### config.mk
export PLATFORM = sky130hd
export DESIGN_NAME = mmio_spart_bridge
export DESIGN_NICKNAME = d
export VERILOG_FILES = /design/src/rtl/mmio_pkg.sv /design/src/rtl/sync_fifo.sv /design/src/rtl/mmio_spart_bridge.sv
export SDC_FILE = /design/constraint.sdc
export NUM_CORES = 1
export LEC_CHECK = 0
export ABC_AREA = 1
export CORE_MARGIN = 3
export CORE_UTILIZATION = 25
export CTS_CLUSTER_SIZE = 14
export DETAILED_ROUTE_END_ITERATION = 6
export PLACE_DENSITY = 0.38
export SYNTH_ARGS = -nofsm -noshare
export SYNTH_HDL_FRONTEND = slang
export SYNTH_SLANG_ARGS = --single-unit
### constraint.sdc
create_clock -name clk -period 4 [get_ports clk]
set_clock_uncertainty 0.15 [all_clocks]
set_input_delay 0.8 -clock clk [delete_from_list [all_inputs] [get_ports clk]]
set_output_delay 0.8 -clock clk [all_outputs]
set_load 0.005 [all_outputs]
### src/rtl/mmio_pkg.sv
// Shared definitions for the MMIO SPART bridge: register offsets, STATUS/CTRL
// bit positions and the per-channel TX drain state encoding.
package mmio_pkg;

    localparam logic [1:0] REG_TXDATA = 2'd0;
    localparam logic [1:0] REG_STATUS = 2'd1;
    localparam logic [1:0] REG_RXDATA = 2'd2;
    localparam logic [1:0] REG_CTRL   = 2'd3;

    localparam int ST_TX_FULL    = 0;
    localparam int ST_TX_EMPTY   = 1;
    localparam int ST_RX_FULL    = 2;
    localparam int ST_RX_EMPTY   = 3;
    localparam int ST_TX_OVF     = 4;
    localparam int ST_RX_OVF     = 5;
    localparam int ST_RX_CNT_LSB = 8;

    localparam int CTRL_OVF_CLR = 0;
    localparam int CTRL_IRQ_EN  = 1;

    typedef enum logic {
        TX_IDLE = 1'b0,
        TX_SEND = 1'b1
    } tx_state_t;

endpackage

### src/rtl/sync_fifo.sv
// Single-clock FIFO with show-ahead head output. A push into a full FIFO is
// accepted only when a pop happens in the same cycle.
module sync_fifo #(
    parameter int WIDTH = 8,
    parameter int DEPTH = 16
) (
    input  logic                   clk,
    input  logic                   rst,
    input  logic                   push,
    input  logic [WIDTH-1:0]       din,
    input  logic                   pop,
    output logic [WIDTH-1:0]       dout,
    output logic                   full,
    output logic                   empty,
    output logic [$clog2(DEPTH):0] count
);

    localparam int AW = $clog2(DEPTH);

    logic [WIDTH-1:0] mem [DEPTH];
    logic [AW-1:0]    wptr;
    logic [AW-1:0]    rptr;
    logic             do_push;
    logic             do_pop;

    assign full    = (count == (AW+1)'(DEPTH));
    assign empty   = (count == '0);
    assign do_pop  = pop && !empty;
    assign do_push = push && (!full || do_pop);
    assign dout    = mem[rptr];

    // Storage has no reset so it can map onto distributed/block RAM.
    always_ff @(posedge clk) begin
        if (do_push) begin
            mem[wptr] <= din;
        end
    end

    always_ff @(posedge clk) begin
        if (rst) begin
            wptr  <= '0;
            rptr  <= '0;
            count <= '0;
        end else begin
            if (do_push) begin
                wptr <= wptr + 1'b1;
            end
            if (do_pop) begin
                rptr <= rptr + 1'b1;
            end
            if (do_push && !do_pop) begin
                count <= count + 1'b1;
            end else if (!do_push && do_pop) begin
                count <= count - 1'b1;
            end
        end
    end

endmodule

### src/rtl/mmio_spart_bridge.sv
// Memory-mapped bridge from the CPU data port to NCH buffered SPART channels,
// with TX/RX FIFOs, sticky overflow flags and a per-channel RX interrupt.
module mmio_spart_bridge
    import mmio_pkg::*;
#(
    parameter int         NCH      = 2,
    parameter int         TX_DEPTH = 16,
    parameter int         RX_DEPTH = 16,
    parameter logic [3:0] REGION   = 4'hA
) (
    input  logic              clk,
    input  logic              rst,
    input  logic [31:0]       cpu_addr,
    input  logic [31:0]       cpu_wdata,
    input  logic [3:0]        cpu_we,
    input  logic              cpu_re,
    output logic              mmio_sel,
    output logic [31:0]       mmio_rdata,
    output logic [8*NCH-1:0]  spart_tx_data,
    output logic [NCH-1:0]    spart_trmt,
    input  logic [NCH-1:0]    spart_tx_full,
    input  logic [8*NCH-1:0]  spart_rx_data,
    input  logic [NCH-1:0]    spart_rx_valid,
    output logic [NCH-1:0]    irq
);

    localparam int TX_CW = $clog2(TX_DEPTH) + 1;
    localparam int RX_CW = $clog2(RX_DEPTH) + 1;

    logic [3:0]  ch;
    logic [1:0]  rsel;
    logic        wr;
    logic        rd;
    logic [31:0] rdata_next;

    logic [NCH-1:0] hit;
    logic [NCH-1:0] tx_push_req;
    logic [NCH-1:0] tx_push;
    logic [NCH-1:0] tx_pop;
    logic [NCH-1:0] tx_full;
    logic [NCH-1:0] tx_empty;
    logic [NCH-1:0] rx_pop;
    logic [NCH-1:0] rx_full;
    logic [NCH-1:0] rx_empty;
    logic [NCH-1:0] ctrl_wr;
    logic [NCH-1:0] ovf_clr;
    logic [NCH-1:0] tx_ovf_evt;
    logic [NCH-1:0] rx_ovf_evt;
    logic [NCH-1:0] tx_ovf;
    logic [NCH-1:0] rx_ovf;
    logic [NCH-1:0] irq_en;

    logic [7:0]       tx_head [NCH];
    logic [7:0]       rx_head [NCH];
    logic [RX_CW-1:0] rx_count [NCH];
    logic [TX_CW-1:0] tx_count_unused [NCH];
    logic             addr_unused;

    assign mmio_sel    = (cpu_addr[23:20] == REGION);
    assign ch          = cpu_addr[7:4];
    assign rsel        = cpu_addr[3:2];
    assign wr          = mmio_sel && (|cpu_we);
    assign rd          = mmio_sel && cpu_re;
    assign irq         = irq_en & ~rx_empty;
    assign addr_unused = ^{cpu_addr[31:24], cpu_addr[19:8], cpu_addr[1:0], cpu_wdata[31:8]};

    // Per-channel register decode; a channel number at or above NCH hits nothing.
    always_comb begin
        hit         = '0;
        tx_push_req = '0;
        tx_push     = '0;
        rx_pop      = '0;
        ctrl_wr     = '0;
        ovf_clr     = '0;
        tx_ovf_evt  = '0;
        rx_ovf_evt  = '0;
        for (int c = 0; c < NCH; c++) begin
            hit[c]         = (ch == 4'(c));
            tx_push_req[c] = wr && hit[c] && (rsel == REG_TXDATA);
            tx_push[c]     = tx_push_req[c] && !tx_full[c];
            rx_pop[c]      = rd && hit[c] && (rsel == REG_RXDATA) && !rx_empty[c];
            ctrl_wr[c]     = wr && hit[c] && (rsel == REG_CTRL);
            ovf_clr[c]     = ctrl_wr[c] && cpu_wdata[CTRL_OVF_CLR];
            tx_ovf_evt[c]  = tx_push_req[c] && tx_full[c];
            rx_ovf_evt[c]  = spart_rx_valid[c] && rx_full[c] && !rx_pop[c];
        end
    end

    // Read data is built from pre-edge state and registered for one-cycle latency.
    always_comb begin
        rdata_next = '0;
        for (int c = 0; c < NCH; c++) begin
            if (rd && hit[c]) begin
                case (rsel)
                    REG_STATUS: begin
                        rdata_next[ST_TX_FULL]             = tx_full[c];
                        rdata_next[ST_TX_EMPTY]            = tx_empty[c];
                        rdata_next[ST_RX_FULL]             = rx_full[c];
                        rdata_next[ST_RX_EMPTY]            = rx_empty[c];
                        rdata_next[ST_TX_OVF]              = tx_ovf[c];
                        rdata_next[ST_RX_OVF]              = rx_ovf[c];
                        rdata_next[ST_RX_CNT_LSB +: 8]     = 8'(rx_count[c]);
                    end
                    REG_RXDATA: begin
                        if (!rx_empty[c]) begin
                            rdata_next[7:0] = rx_head[c];
                        end
                    end
                    REG_CTRL: begin
                        rdata_next[CTRL_IRQ_EN] = irq_en[c];
                    end
                    default: begin
                        rdata_next = '0;
                    end
                endcase
            end
        end
    end

    always_ff @(posedge clk) begin
        if (rst) begin
            mmio_rdata <= '0;
            tx_ovf     <= '0;
            rx_ovf     <= '0;
            irq_en     <= '0;
        end else begin
            mmio_rdata <= rdata_next;
            for (int c = 0; c < NCH; c++) begin
                tx_ovf[c] <= tx_ovf_evt[c] || (tx_ovf[c] && !ovf_clr[c]);
                rx_ovf[c] <= rx_ovf_evt[c] || (rx_ovf[c] && !ovf_clr[c]);
                if (ctrl_wr[c]) begin
                    irq_en[c] <= cpu_wdata[CTRL_IRQ_EN];
                end
            end
        end
    end

    for (genvar c = 0; c < NCH; c++) begin : g_ch
        tx_state_t  state;
        logic       trmt_r;
        logic [7:0] data_r;

        sync_fifo #(
            .WIDTH (8),
            .DEPTH (TX_DEPTH)
        ) u_tx_fifo (
            .clk   (clk),
            .rst   (rst),
            .push  (tx_push[c]),
            .din   (cpu_wdata[7:0]),
            .pop   (tx_pop[c]),
            .dout  (tx_head[c]),
            .full  (tx_full[c]),
            .empty (tx_empty[c]),
            .count (tx_count_unused[c])
        );

        sync_fifo #(
            .WIDTH (8),
            .DEPTH (RX_DEPTH)
        ) u_rx_fifo (
            .clk   (clk),
            .rst   (rst),
            .push  (spart_rx_valid[c]),
            .din   (spart_rx_data[8*c +: 8]),
            .pop   (rx_pop[c]),
            .dout  (rx_head[c]),
            .full  (rx_full[c]),
            .empty (rx_empty[c]),
            .count (rx_count[c])
        );

        // The head is popped on the IDLE->SEND edge so the strobe and byte are both registered.
        assign tx_pop[c] = (state == TX_IDLE) && !tx_empty[c] && !spart_tx_full[c];

        always_ff @(posedge clk) begin
            if (rst) begin
                state  <= TX_IDLE;
                trmt_r <= 1'b0;
                data_r <= '0;
            end else begin
                case (state)
                    TX_IDLE: begin
                        trmt_r <= 1'b0;
                        if (tx_pop[c]) begin
                            state  <= TX_SEND;
                            trmt_r <= 1'b1;
                            data_r <= tx_head[c];
                        end
                    end
                    TX_SEND: begin
                        state  <= TX_IDLE;
                        trmt_r <= 1'b0;
                    end
                    default: begin
                        state  <= TX_IDLE;
                        trmt_r <= 1'b0;
                    end
                endcase
            end
        end

        assign spart_trmt[c]           = trmt_r;
        assign spart_tx_data[8*c +: 8] = data_r;
    end

endmodule

==> impl_results.rst, run 1 <==
.. list-table::
   :header-rows: 1

   * - Metric
     - Value
   * - Hold buffer count at CTS
     - 0
   * - Slowest CP cell
     - fa_1
   * - Post-synthesis sequential area ratio
     - 0.673
   * - Amount of wire on met2 after detailed routing
     - between 30000 and 40000 µm
   * - Core Area
     - 0.102 mm²
   * - Largest area contributor in the synthesized netlist
     - edfxtp_1
   * - Final net count
     - 2558
   * - Global route total overflow
     - 0
   * - Number of slew-limit violations in the final report
     - 0
   * - Least-Margin Pin Slew
     - 1.08 ns
   * - Worst hold margin
     - 0.322 ns
   * - Aggregate global-route resource usage
     - 0.131
   * - Effective utilization at floorplan
     - 0.252
   * - Power consumption
     - 16.3 mW
   * - Top routing layer in use
     - met4
   * - Final standard cell count with taps included and fillers excluded
     - 3852
   * - Fraction of layout cells with a size suffix above 1
     - 0.101
   * - Clock tree buffer depth
     - 3
   * - Largest net degree at the start of global routing
     - 106
   * - Antenna-violating nets left
     - 0
   * - Most instantiated flip-flop cell in the synthesis netlist
     - edfxtp_1
   * - Vias in the first global route
     - 16600
   * - Post-CTS Setup Bufs
     - 0
   * - EDFF count, synth
     - 512
   * - Hold/Removal Path Class
     - flop to flop
   * - Wire length on met3
     - 3050 µm
   * - Category of the worst setup path capture point
     - flop
   * - Root Buffer Master
     - clkbuf_16
   * - Remaining DRCs
     - 0
   * - Most area-consuming cells after synthesis
     - edfxtp_1 60%, dfxtp_1 7.5%, nand2_1 4.2%
   * - Number of port buffers
     - 78
   * - Global placer's final weighted congestion
     - approximately 0.76
   * - Highest Clock Rate
     - 0.295 GHz
   * - Half-perimeter wire length after placement
     - 45400 µm
   * - Count of cells resized by post-cts repair
     - 0
   * - Die boundary width
     - ~330 µm
   * - Rows
     - between 100 and 150
   * - Launching element type of the critical path
     - primary input
   * - Proportion of netlist area held by the largest area contributor
     - 0.597
   * - Largest delay contributor family on the critical path
     - simple AND/OR/NAND/NOR gates
   * - Synth unique cells
     - 48
   * - Post-layout minimum cycle time
     - ~3.4 ns
   * - Number of clock sinks
     - around 600
   * - Power density cells
     - 530 mW/mm²
   * - Violation count after the first detailed-routing iteration
     - 1176
   * - Flip-flop and latch count after synthesis
     - 609
   * - Peak fanout along the critical path
     - 4
   * - Die footprint
     - around 0.11 mm²
   * - Most used cells in the layout excluding fill and tap cells
     - 512 x edfxtp_1, 285 x nand2_1, 261 x nor2_1
   * - Final setup violation count
     - 0
   * - Fin crit share
     - 0.846
   * - Static power due to leakage
     - 11.0 nW
   * - Critical path's largest stage delay
     - 0.41 ns
   * - Global-route wire length before repair
     - between 100000 and 150000 µm
   * - Worst setup path category
     - primary input to flop
   * - Cell area after synthesis
     - 0.0257 mm²
   * - Most common cell after layout, fill and taps aside
     - edfxtp_1
   * - Worst VDD drop
     - ~290 µV
   * - Overall via count from detail_route
     - between 15000 and 20000
   * - Proportion of synthesized flip-flops having asynchronous set or reset
     - 0
   * - Wire per inst
     - about 18 µm
   * - Arrival time at the worst endpoint
     - 3.73 ns
   * - Result of the run
     - completed
   * - Worst endpoint required time
     - between 4 and 5 ns
   * - Mean instance size in the synthesized netlist
     - ~11 µm²
   * - Total buffers and inverters traversed by the critical path
     - 4
   * - Number of detailed-route iterations in the first pass
     - 5
   * - Number of buffers inserted during clock tree synthesis
     - 71
   * - Setup total negative slack
     - 0 ns
   * - Number of cells in the design after placement
     - 3717
   * - Routed via count divided by cell count
     - about 4.4
   * - Worst relative slew slack
     - 0.273
   * - Worst path cell trace
     - clkdlybuf4s50_1, nor2_1, nand3_2, inv_2, nand2_2, nor2_4, nand2_1, or2_4, inv_1, ha_1, inv_1, fa_1, a21o_1, a21oi_1, nor2_1, nor2_1, nand2_1, o21ai_0, a21oi_1
   * - DRT Wirelength
     - 71000 µm
   * - Worst reg-to-reg setup slack
     - 1.04 ns
   * - Final-report hold violation count
     - 0
   * - Metal1 wirelength
     - 34500 µm
   * - CTS H-tree depth
     - 3
   * - Latest clock arrival within the worst-skew pair
     - 0.61 ns
   * - Cell count after synthesis
     - 2271
   * - Number of antenna violations at the first check in global routing
     - 2
   * - Register clock-pin slew on the reported worst setup and hold paths
     - 0.06 ns
   * - Relative area change from synthesis to final layout
     - 19.4%
   * - TritonCTS clock tree
     - built
   * - Vertical die dimension
     - 327 µm
   * - Ports placed on the boundary
     - 144
   * - RSZ-0062 raised after global routing
     - false
   * - Critical Path Most Common Cell
     - nor2_1
   * - Synth Warn #
     - 0
   * - Maximum Capacitance Violations
     - 0
-- registers in the layout, indices dropped and copies added (netlist names), named ones only --
register / flops
tx_ovf: 2
g_ch.u_tx_fifo.rptr: 8
mmio_rdata: 13
g_ch.u_tx_fifo.wptr: 8
g_ch.trmt_r: 2
g_ch.u_tx_fifo.mem: 256
rx_ovf: 2
g_ch.u_rx_fifo.count: 10
irq_en: 2
g_ch.u_tx_fifo.count: 10
g_ch.data_r: 16
g_ch.u_rx_fifo.wptr: 8
g_ch.u_rx_fifo.rptr: 8
g_ch.u_rx_fifo.mem: 256
-- final timing paths --
path,startpoint,end,cells past startpoint
hold / removal,g_ch[0].u_rx_fifo.rptr[3],g_ch[0].u_rx_fifo.rptr[3],2
setup / recovery,cpu_addr[22],g_ch[1].u_tx_fifo.count[4],19
setup reg to reg,g_ch[0].u_tx_fifo.count[0],g_ch[0].u_tx_fifo.count[4],13
hold reg to reg,g_ch[0].u_rx_fifo.rptr[3],g_ch[0].u_rx_fifo.rptr[3],2
-- cell usage after synthesis (7+ instances only) --
cell type    n
o221ai_1    46
dfxtp_1     97
nand2_1    285
nor2_1     261
clkbuf_1    51
a21o_1       7
nand4_1      7
o32ai_1      9
buf_4       28
buf_2       48
nand3_1    177
a21oi_1    102
o22ai_1     19
mux2i_1     29
inv_2        7
o21ai_0    191
ha_1        41
inv_1      229
o211ai_1    57
edfxtp_1   512
-- worst register-to-register path, cell delays in order (launching register included) --
cell and delay, ns:
dfxtp_1 0.36, nor2_1 0.16, nand4_1 0.33, nand3_1 0.34
ha_1 0.23, inv_1 0.11, fa_1 0.41, a21o_1 0.18
a21oi_1 0.18, nor2_1 0.06, nor2_1 0.09, nand2_1 0.07
o21ai_0 0.14, a21oi_1 0.05
-- through the flow --
step	worst slack, ns	utilization	area (µm²)
global route	0.327	0.301	30700
CTS	0.678	0.301	30700
finish	0.614	0.301	30700
detailed placement	0.0151	0.279	28500
global placement	0.0478	0.279	28500
floorplan	0.734	-	25800
-- power by group --
group          leakage (nW)  internal, mW  switching (mW)  total, mW
Clock                  1.08          3.65            2.55       6.20
Combinational          4.48         0.970            1.79       2.76
Sequential             5.41          7.10           0.211       7.31
-- logic make-up (layout without fill, tap and decap cells) --
kind of cell | after synthesis | in the layout | synth area share
other cells | 1 | 22 | 0.000146
xor+xnor | 10 | 10 | 0.00340
flops | 609 | 609 | 0.673
fa+ha+maj | 45 | 45 | 0.0230
compound gates | 442 | 442 | 0.102
buf+inv | 375 | 567 | 0.0619
simple gates | 760 | 760 | 0.125
mux | 29 | 29 | 0.0113
-- layer usage --
metal  vias to the layer above  GRT usage
li1                       8244          -
met1                      8298      0.186
met2                       313      0.205
met3                        95     0.0240
met4                         0     0.0373
met5                         -          0
-- layout make-up --
type | count | area (µm²)
multi-input cells | 1305 | 6890
repair buffers | 192 | 1650
inverters | 243 | 917
clock inverters | 33 | 239
fillers | 10500 | 71300
diodes | 3 | 7.51
clock buffers | 99 | 1980
well taps | 1368 | 1710
flip-flops and latches | 609 | 17300
(Power assumes the default switching activity.)
==> inputs of run 2 (changes only) <==
--- a/config.mk
+++ b/config.mk
@@ -10,7 +10,7 @@
 export CORE_UTILIZATION = 25
 export CTS_CLUSTER_SIZE = 14
 export DETAILED_ROUTE_END_ITERATION = 6
-export PLACE_DENSITY = 0.38
+export PLACE_DENSITY = 0.39
 export SYNTH_ARGS = -nofsm -noshare
 export SYNTH_HDL_FRONTEND = slang
 export SYNTH_SLANG_ARGS = --single-unit
==> constraint.sdc (replaced) <==
create_clock -name clk -period 3.05 [get_ports clk]
set_clock_uncertainty 0.15 [all_clocks]
set_input_delay 0.61 -clock clk [delete_from_list [all_inputs] [get_ports clk]]
set_output_delay 0.61 -clock clk [all_outputs]
set_load 0.005 [all_outputs]
==> run 2 against run 1 <==
- clock power rose by 41%
- die area did not move
- worst setup slack got worse by 0.48 ns
- critical endpoint is now g_ch[1].u_rx_fifo.count[4]
- largest cell class unchanged
==> impl_results.rst, run 2 (synthesis results as in run 1) <==
.. list-table::
   :header-rows: 1

   * - Metric
     - Value
   * - Worst VDD drop
     - 349 µV
   * - Overall via count from detail_route
     - 17200
   * - Standard cell area after detailed placement
     - roughly 0.029 mm²
   * - Global route total overflow
     - 0
   * - CTS H-tree depth
     - 3
   * - Aggregate global-route resource usage
     - 0.133
   * - Total buffers and inverters traversed by the critical path
     - 4
   * - Clock tree buffer depth
     - 3
   * - Hold buffer count at CTS
     - 0
   * - Number of slew-limit violations in the final report
     - 0
   * - Number of port buffers
     - 78
   * - Final setup violation count
     - 0
   * - Peak fanout along the critical path
     - 4
   * - Critical path's largest stage delay
     - roughly 0.41 ns
   * - Half-perimeter wire length after placement
     - ~46000 µm
   * - Effective utilization at floorplan
     - 0.252
   * - Worst endpoint required time
     - 3.42 ns
   * - Fraction of layout cells with a size suffix above 1
     - 0.141
   * - Number of antenna violations at the first check in global routing
     - 3
   * - Final net count
     - 2630
   * - Number of detailed-route iterations in the first pass
     - 5
   * - Largest delay contributor family on the critical path
     - simple AND/OR/NAND/NOR gates
   * - Final std cell area, no fill
     - 0.0316 mm²
   * - Part of the total power dissipated in sequential elements
     - 0.427
   * - Hold/Removal Path Class
     - flop to flop
   * - Die boundary width
     - 327 µm
   * - Final-report hold violation count
     - 0
   * - Rows
     - 117
   * - Worst relative slew slack
     - 0.424
   * - Fin crit share
     - 0.957
   * - Category of the worst setup path capture point
     - flop
   * - Post-placement setup slack
     - -0.614 ns
   * - Antenna-violating nets left
     - 0
   * - Clock network fraction of total power
     - 0.392
   * - Util after Layout
     - 0.310
   * - Sw Ratio
     - 0.276
   * - Slowest CP cell
     - clkdlybuf4s50_1
   * - Routed via count divided by cell count
     - between 4 and 5
   * - Global placer's final weighted congestion
     - 0.763
   * - Wire per inst
     - between 15 and 20 µm
   * - TritonCTS clock tree
     - built
   * - Number of buffers inserted during clock tree synthesis
     - between 70 and 80
   * - Relative area change from synthesis to final layout
     - 22.9%
   * - Register clock-pin slew on the reported worst setup and hold paths
     - 0.06 ns
   * - Fin worst setup slack
     - 0.131 ns
   * - Cell-internal power
     - roughly 16 mW
   * - Worst path cell trace
     - clkdlybuf4s50_1, nor2_2, nand3_2, nor3_4, nand3_2, nand2_2, nand2_4, clkinv_4, ha_2, inv_2, fa_2, a21o_1, a21oi_2, buf_4, nand2_1, nand2_1, o21ai_2, a21oi_1
   * - Biggest regs
     - g_ch.u_rx_fifo.mem: 256 flops, g_ch.u_tx_fifo.mem: 256 flops, g_ch.data_r: 16 flops
   * - Power density cells
     - 706 mW/mm²
   * - Violation count after the first detailed-routing iteration
     - between 1000 and 1500
   * - Ports placed on the boundary
     - 144
   * - Global-route wire length before repair
     - 108000 µm
   * - Remaining DRCs
     - 0
   * - Number of clock sinks
     - 609
   * - Switching power
     - 6.15 mW
   * - Arrival time at the worst endpoint
     - 3.29 ns
   * - Launching element type of the critical path
     - primary input
   * - Worst hold margin
     - around 0.32 ns
   * - Vertical die dimension
     - approximately 330 µm
   * - Latest clock arrival within the worst-skew pair
     - around 0.61 ns
   * - Worst setup path category
     - primary input to flop
   * - Die footprint
     - 0.107 mm²
   * - Core Area
     - 0.102 mm²
   * - Most used cells in the layout excluding fill and tap cells
     - 512 x edfxtp_1, 281 x nand2_1, 258 x nor2_1
   * - Least-Margin Pin Slew
     - roughly 0.86 ns
   * - DRT Wirelength
     - 71500 µm
   * - Result of the run
     - completed
   * - Share of power burned in combinational logic
     - 0.181
   * - Maximum Capacitance Violations
     - 0
   * - Largest net degree at the start of global routing
     - 67
   * - Most common cell after layout, fill and taps aside
     - edfxtp_1
   * - Static power due to leakage
     - 11.4 nW
   * - Highest Clock Rate
     - 0.343 GHz
   * - Root Buffer Master
     - clkbuf_16
   * - Post-layout minimum cycle time
     - 2.92 ns
   * - Vias in the first global route
     - around 17000
run 2: changes by cell type in the layout (fill, tap and decap cells not counted), moves of 4 or more:
cell	before	now
ha_1	41	36
nand2_1	285	281
inv_1	229	223
a21oi_1	102	98
buf_4	112	177
bufinv_16	3	8
buf_12	2	7
clkbuf_1	23	18
clkbuf_8	1	6
a21oi_2	1	5
clkinv_1	21	16
inv_2	7	13
run 2: layout make-up:
class,instances,area (µm²)
Timing Repair Buffer,262,2240
Multi-Input combinational cell,1305,7000
Sequential cell,609,17300
Inverter,243,917
Fill cell,10400,70400
Antenna cell,1,2.50
Clock inverter,37,429
Clock buffer,98,2000
Tap cell,1368,1710
run 2: worst paths after layout:
path | slack (ns) | cells past startpoint | startpoint | to
setup / recovery | 0.13 | 18 | cpu_addr[20] | g_ch[1].u_rx_fifo.count[4]
hold / removal | 0.32 | 2 | g_ch[0].u_rx_fifo.rptr[3] | g_ch[0].u_rx_fifo.rptr[3]
setup reg to reg | 0.29 | 18 | g_ch[0].u_rx_fifo.count[2] | g_ch[0].u_rx_fifo.count[4]
hold reg to reg | 0.32 | 2 | g_ch[0].u_rx_fifo.rptr[3] | g_ch[0].u_rx_fifo.rptr[3]
run 2: power by group through the flow:
| stage | registers (mW) | clock network, mW | logic, mW |
|---|---|---|---|
| after CTS | 9.53 | 9.09 | 4.06 |
| after floorplan | 9.64 | 0 | 2.34 |
| after global placement | 9.71 | 0 | 3.99 |
| final | 9.53 | 8.76 | 4.03 |
| after detailed placement | 9.70 | 0 | 4.04 |
| after global routing | 9.56 | 9.42 | 4.54 |
run 2: repair_timing:
item,CTS,global route
pin swaps,0,8
resized for setup,1,25
buffers inserted,0,2
endpoints found under the setup margin,1,10
run 2: per-layer routing:
metal,global-route usage,vias up,part of all wire
li1,-,8399,-
met1,0.185,8403,0.48
met2,0.209,323,0.46
met3,0.0237,105,0.045
met4,0.0416,2,0.022
met5,0,-,0.00018
run 2: metrics by stage:
step,setup TNS (ns),power (mW),std cells
global placement,-27.12,13.7,3785
floorplan,-0.0170,12.0,2289
CTS,0,22.7,3920
detailed placement,-35.74,13.7,3785
global route,-0.0566,23.5,3922
finish,0,22.3,3923
run 2: worst register-to-register path: cells and delay by family, from the launching register on:
kind	cells	cell delay [ns]
simple gates	8	0.78
compound gates	4	0.51
fa+ha+maj	2	0.52
buf+inv	4	0.29
flops	1	0.42
